**src/rtl/somador_pkg.sv**
```systemverilog
// Shared types and helpers for the serial add/subtract unit.
// Latency: n/a (types and constant functions only).
// Backpressure: n/a.
package somador_pkg;

  // Control states of the serial adder.
  typedef enum logic [1:0] {
    IDLE = 2'd0,
    RUN  = 2'd1,
    DONE = 2'd2
  } state_t;

  // Width of the step counter: enough bits to count STEPS steps,
  // never narrower than one bit so a single-step build still has a counter.
  function automatic int cnt_width(input int steps);
    return (steps > 1) ? $clog2(steps) : 1;
  endfunction

endpackage

```
**src/rtl/somador_digito.sv**
```systemverilog
// One DIGIT-bit combinational ripple-carry slice of the serial adder.
// Latency: combinational, zero cycles.
// Backpressure: none (pure logic).
// Ports: a, b  - DIGIT-bit operand slices
//        cin   - carry into bit 0
//        s     - DIGIT-bit sum slice
//        cout  - carry out of the top bit
//        c_msb - carry into the top bit (used for signed overflow)
module somador_digito #(
  parameter int DIGIT = 1
) (
  input  logic [DIGIT-1:0] a,
  input  logic [DIGIT-1:0] b,
  input  logic             cin,
  output logic [DIGIT-1:0] s,
  output logic             cout,
  output logic             c_msb
);

  always_comb begin : ripple
    logic c;
    c     = cin;
    s     = '0;
    c_msb = cin;
    for (int i = 0; i < DIGIT; i++) begin
      s[i]  = a[i] ^ b[i] ^ c;
      // After the final iteration this holds the carry entering the top bit.
      c_msb = c;
      c     = (a[i] & b[i]) | (c & (a[i] ^ b[i]));
    end
    cout = c;
  end

endmodule

```
**src/rtl/somador_serial.sv**
```systemverilog
// Serial add/subtract of two WIDTH-bit operands, DIGIT bits per clock.
// Latency: done pulses STEPS = WIDTH/DIGIT edges after the edge that takes start.
// Backpressure: none; start is ignored while busy, abort cancels an operation.
// Ports: clk, rst_n (async active-low), start/sub/a/b request an operation,
//        abort cancels it; busy (in RUN), done (one-cycle pulse),
//        sum/cout/ovf hold the last completed result.
module somador_serial
  import somador_pkg::*;
#(
  parameter int WIDTH = 8,
  parameter int DIGIT = 1
) (
  input  logic             clk,
  input  logic             rst_n,
  input  logic             start,
  input  logic             sub,
  input  logic             abort,
  input  logic [WIDTH-1:0] a,
  input  logic [WIDTH-1:0] b,
  output logic             busy,
  output logic             done,
  output logic [WIDTH-1:0] sum,
  output logic             cout,
  output logic             ovf
);

  localparam int             STEPS = WIDTH / DIGIT;
  localparam int             CW    = cnt_width(STEPS);
  localparam logic [CW-1:0]  LAST  = CW'(STEPS - 1);

  state_t           state_q, state_d;
  logic [WIDTH-1:0] a_q, a_d;
  logic [WIDTH-1:0] b_q, b_d;
  logic [WIDTH-1:0] res_q, res_d;
  logic             c_q, c_d;
  logic [CW-1:0]    cnt_q, cnt_d;
  logic [WIDTH-1:0] sum_q, sum_d;
  logic             cout_q, cout_d;
  logic             ovf_q, ovf_d;

  logic [DIGIT-1:0] dig_s;
  logic             dig_co;
  logic             dig_cm;
  logic [WIDTH-1:0] res_shift;

  somador_digito #(
    .DIGIT (DIGIT)
  ) u_digito (
    .a     (a_q[DIGIT-1:0]),
    .b     (b_q[DIGIT-1:0]),
    .cin   (c_q),
    .s     (dig_s),
    .cout  (dig_co),
    .c_msb (dig_cm)
  );

  // New result digits enter at the MSB end, so after STEPS shifts the
  // first (least significant) digit has reached bit 0.
  generate
    if (DIGIT == WIDTH) begin : g_full
      assign res_shift = dig_s;
    end else begin : g_part
      assign res_shift = {dig_s, res_q[WIDTH-1:DIGIT]};
    end
  endgenerate

  always_comb begin
    state_d = state_q;
    a_d     = a_q;
    b_d     = b_q;
    res_d   = res_q;
    c_d     = c_q;
    cnt_d   = cnt_q;
    sum_d   = sum_q;
    cout_d  = cout_q;
    ovf_d   = ovf_q;

    unique case (state_q)
      IDLE, DONE: begin
        if (abort) begin
          state_d = IDLE;
        end else if (start) begin
          // Subtraction is A + ~B + 1: invert B and seed the carry with 1.
          a_d     = a;
          b_d     = sub ? ~b : b;
          c_d     = sub;
          cnt_d   = '0;
          state_d = RUN;
        end else begin
          state_d = IDLE;
        end
      end
      RUN: begin
        if (abort) begin
          // Outputs keep the previous result; only the FSM is cancelled.
          state_d = IDLE;
        end else begin
          a_d   = a_q >> DIGIT;
          b_d   = b_q >> DIGIT;
          res_d = res_shift;
          c_d   = dig_co;
          cnt_d = cnt_q + CW'(1);
          if (cnt_q == LAST) begin
            sum_d   = res_shift;
            cout_d  = dig_co;
            ovf_d   = dig_co ^ dig_cm;
            state_d = DONE;
          end
        end
      end
      default: state_d = IDLE;
    endcase
  end

  always_ff @(posedge clk or negedge rst_n) begin
    if (!rst_n) begin
      state_q <= IDLE;
      a_q     <= '0;
      b_q     <= '0;
      res_q   <= '0;
      c_q     <= 1'b0;
      cnt_q   <= '0;
      sum_q   <= '0;
      cout_q  <= 1'b0;
      ovf_q   <= 1'b0;
    end else begin
      state_q <= state_d;
      a_q     <= a_d;
      b_q     <= b_d;
      res_q   <= res_d;
      c_q     <= c_d;
      cnt_q   <= cnt_d;
      sum_q   <= sum_d;
      cout_q  <= cout_d;
      ovf_q   <= ovf_d;
    end
  end

  assign busy = (state_q == RUN);
  assign done = (state_q == DONE);
  assign sum  = sum_q;
  assign cout = cout_q;
  assign ovf  = ovf_q;

endmodule

```
**config.mk**
```make
export PLATFORM = sky130hd
export DESIGN_NAME = somador_serial
export DESIGN_NICKNAME = d
export VERILOG_FILES = /design/src/rtl/somador_pkg.sv /design/src/rtl/somador_digito.sv /design/src/rtl/somador_serial.sv
export SDC_FILE = /design/constraint.sdc
export NUM_CORES = 1
export LEC_CHECK = 0
export ABC_AREA = 1
export BUFFER_PORTS_ARGS = -buffer_cell sky130_fd_sc_hd__buf_2
export CORE_ASPECT_RATIO = 0.6
export CORE_UTILIZATION = 59
export DETAILED_ROUTE_END_ITERATION = 6
export PLACE_DENSITY = 0.83
export SLEW_MARGIN = 30
export SYNTH_ARGS = -nofsm -noshare
export SYNTH_HDL_FRONTEND = slang
export SYNTH_SLANG_ARGS = --single-unit
```
**constraint.sdc**
```tcl
create_clock -name clk -period 2.39 [get_ports clk]
set_input_delay 0.478 -clock clk [delete_from_list [all_inputs] [get_ports clk]]
set_output_delay 0.478 -clock clk [all_outputs]
set_load 0.1 [all_outputs]
```
==> run_results.csv <==
group,metric,value,unit
place,pre_cts_slack,776,ps
timing,setup_viol,0,
detailed_routing,detailedRoute.firstIterationViolations,155,
die,design.portCount,33,
timing,max-slew-margin-rel,67.2,%
timing,postLayoutSetupSlackWorst,453,ps
clock_tree,clk_root_buffer_cell,"sky130_fd_sc_hd__clkbuf_8",
yosys,synth_nets,257,
yosys,post_synth_inst_count,233,
yosys,synth.mux.area_fraction,0.527,%
die,die_w,75.2,µm
setup_path,worst-endpoint-arrival,1460,ps
detailed_routing,detailedRoute.firstPassIterationCount,4,
die,die_height,45.9,µm
detailed_routing,detailroute.via_count,1523,
cells_and_area,area_added_between_synthesis_and_finish,14.4,%
detailed_routing,antenna_violating_nets_post_route,0,
place,place_hpwl,2350,µm
clock_tree,ctsResizeCount,0,
cells_and_area,instances_no_fill,307,
detailed_routing,post_drt_via_cell_ratio,4.96,
global_routing,grt_overflow,0,
job,max-cap-violations,0,
yosys,synth_area,0.00190,mm²
detailed_routing,avgRoutedWirePerCell,11.2,µm
yosys,synthesis.area_per_instance,8.15,µm²
die,fp-row-count,15,
global_routing,grt_pass1_wl,5800,µm
global_routing,global_route_usage_over_all_layers,23.6,%
cells_and_area,final_area,0.00217,mm²
setup_path,critical_path.max_fanout,6,
clock_tree,numCtsBuffers,5,
timing,rsz0062_at_grt,"no",
pwr,ir_drop,563,µV
yosys,synth-adder-area-share,2.37,%
status,status,"finished clean",
die,design.core.area,0.00297,mm²
cells_and_area,final_common_cell,"sky130_fd_sc_hd__nand2_1",
pwr,pwr_density_cell,874,mW/mm²
yosys,ys_seq_area_share,51.4,%
timing,fin_worst_skew,4.51,ps
clock_tree,post_cts_buffers,0,
yosys,ys_async_sr_fraction,100,%
yosys,yosysTopAreaCellShare,51.4,%
yosys,ffs_latches_synth,39,
clock_tree,clk_path_buf_depth,2,
setup_path,worst_setup_path_end_kind,"output pin",
place,routabilityCongestion,0.720,
timing,final_period_util,81.1,%
yosys,synth-simple-area-share,27.9,%
yosys,synth_enable_flop_cells,0,
timing,clock.fmax,0.516,GHz
place,placed_area,0.00204,mm²
detailed_routing,drt-total-wl,3430,µm
timing,hold_viol,0,
timing,final_period_minus_worst_setup_slack,1940,ps
setup_path,worstSetupStartpointType,"register",
pwr,total_power,1.90,mW
pwr,power.leakage,1.22,nW
timing,drv_slew,0,
cells_and_area,fraction_of_layout_cells_with_a_size_suffix_above_1,18.5,%
clock_tree,tritoncts,"done",
cells_and_area,final_cell_mix,"sky130_fd_sc_hd__nand2_1 (98), sky130_fd_sc_hd__dfrtp_1 (39), sky130_fd_sc_hd__buf_2 (31)",
setup_path,timing.setup.critical_path_class,"reg2out",
cells_and_area,number_of_fill_cells,240,
global_routing,grt_start_max_net_pins,40,
detailed_routing,remaining_drc_errors,0,
yosys,synth.largest_area_cell,"sky130_fd_sc_hd__dfrtp_1",
cells_and_area,ant_diodes,0,
yosys,synth_compound_area_share,6.53,%
cells_and_area,utilization,73.2,%
yosys,netlist_top_cells_area,"sky130_fd_sc_hd__dfrtp_1 (51%), sky130_fd_sc_hd__nand2_1 (19%), sky130_fd_sc_hd__inv_1 (5.5%), sky130_fd_sc_hd__nand3_1 (4.7%), sky130_fd_sc_hd__buf_6 (3.6%)",
yosys,synthXorXnorAreaFrac,0.461,%
global_routing,initial_antenna_violation_count,0,
place,placedCellCount,299,
timing,fin_setup_tns,0,ps
die,effective_utilization_at_floorplan,64.0,%
min_path,worst_hold_path_type,"in2async",
clock_tree,worstSkewPairLatency,290,ps
global_routing,first_global_vias,1324,
clock_tree,ctsHtreeMaxLevel,2,
clock_tree,post_cts_hold_buffer_count,0,
die,die_area,0.00346,mm²
cells_and_area,finalNetCount,288,
yosys,synthDistinctLibCells,23,
clock_tree,cts.reportedPaths.clkPinSlew,70,ps
timing,least_margin_pin_slew,496,ps
timing,worst_hold_slack,142,ps
place,portBuffers,32,
clock_tree,clkSinkCount,39,
yosys,synth_top_family_by_area,"simple AND/OR/NAND/NOR gates",
yosys,postSynth.topFlopCell,"sky130_fd_sc_hd__dfrtp_1",
setup_path,cp_data_required_time,1910,ps
yosys,ys.warnings.count,0,
## synth_stat cells, types with 2 or more instances
master	n
sky130_fd_sc_hd__o21ai_0	12
sky130_fd_sc_hd__nand2_1	98
sky130_fd_sc_hd__nor2_1	4
sky130_fd_sc_hd__nand3_1	18
sky130_fd_sc_hd__clkbuf_1	2
sky130_fd_sc_hd__inv_1	28
sky130_fd_sc_hd__dfrtp_1	39
sky130_fd_sc_hd__buf_6	6
sky130_fd_sc_hd__ha_1	2
sky130_fd_sc_hd__o21ai_1	11
## state kept, by name, indices dropped and copies added, names as in the netlist
signal / count
a_q: 8
b_q: 8
c_q: 1
cnt_q: 3
cout: 1
ovf: 1
res_q: 7
state_q: 2
sum: 8
## layer usage
layer  track usage, %  share of wire (%)
met5                0                  0
met4             7.04               0.55
met3             7.30                6.0
met2             35.1                 42
met1             33.8                 51
## worst paths after layout
path	start	to	slack, ps	depth (start not counted)
max	state_q[0]	busy	450	3
min	rst_n	a_q[5]	140	1
max reg2reg	state_q[1]	b_q[6]	960	6
min reg2reg	a_q[5]	a_q[5]	480	2
max in group asynchronous	rst_n	sum[4]	1910	1
min in group clk	a[7]	a_q[7]	430	3
## area by class of cell
cell class / instances / area (µm²) / area share (%)
Inverter: 31 / 123 / 5.65
Timing Repair Buffer: 33 / 170 / 7.84
Sequential cell: 39 / 976 / 45.0
Clock inverter: 2 / 60.1 / 2.77
Tap cell: 42 / 52.6 / 2.42
Clock buffer: 6 / 72.6 / 3.34
Multi-Input combinational cell: 154 / 717 / 33.0
## power breakdown
| group | total [mW] | switching [mW] | internal (mW) |
|---|---|---|---|
| combinational | 0.382 | 0.246 | 0.137 |
| sequential | 0.878 | 0.0801 | 0.798 |
| clock | 0.637 | 0.220 | 0.417 |
| total | 1.90 | 0.546 | 1.35 |
## critical path, stage by stage (launching register included)
cell                      delay (ps)
sky130_fd_sc_hd__dfrtp_1         490
sky130_fd_sc_hd__inv_2            70
sky130_fd_sc_hd__nor2_4          150
sky130_fd_sc_hd__buf_2           460
## cell families after synthesis
logic type               after synthesis
AND/OR/NAND/NOR                      125
buffers and inverters                 40
flip-flops                            39
AO/OA/AOI/OAI                         24
adder cells (fa/ha/maj)                3
XOR/XNOR                               1
multiplexers                           1
Note: power is estimated with default switching activity, not from simulation.
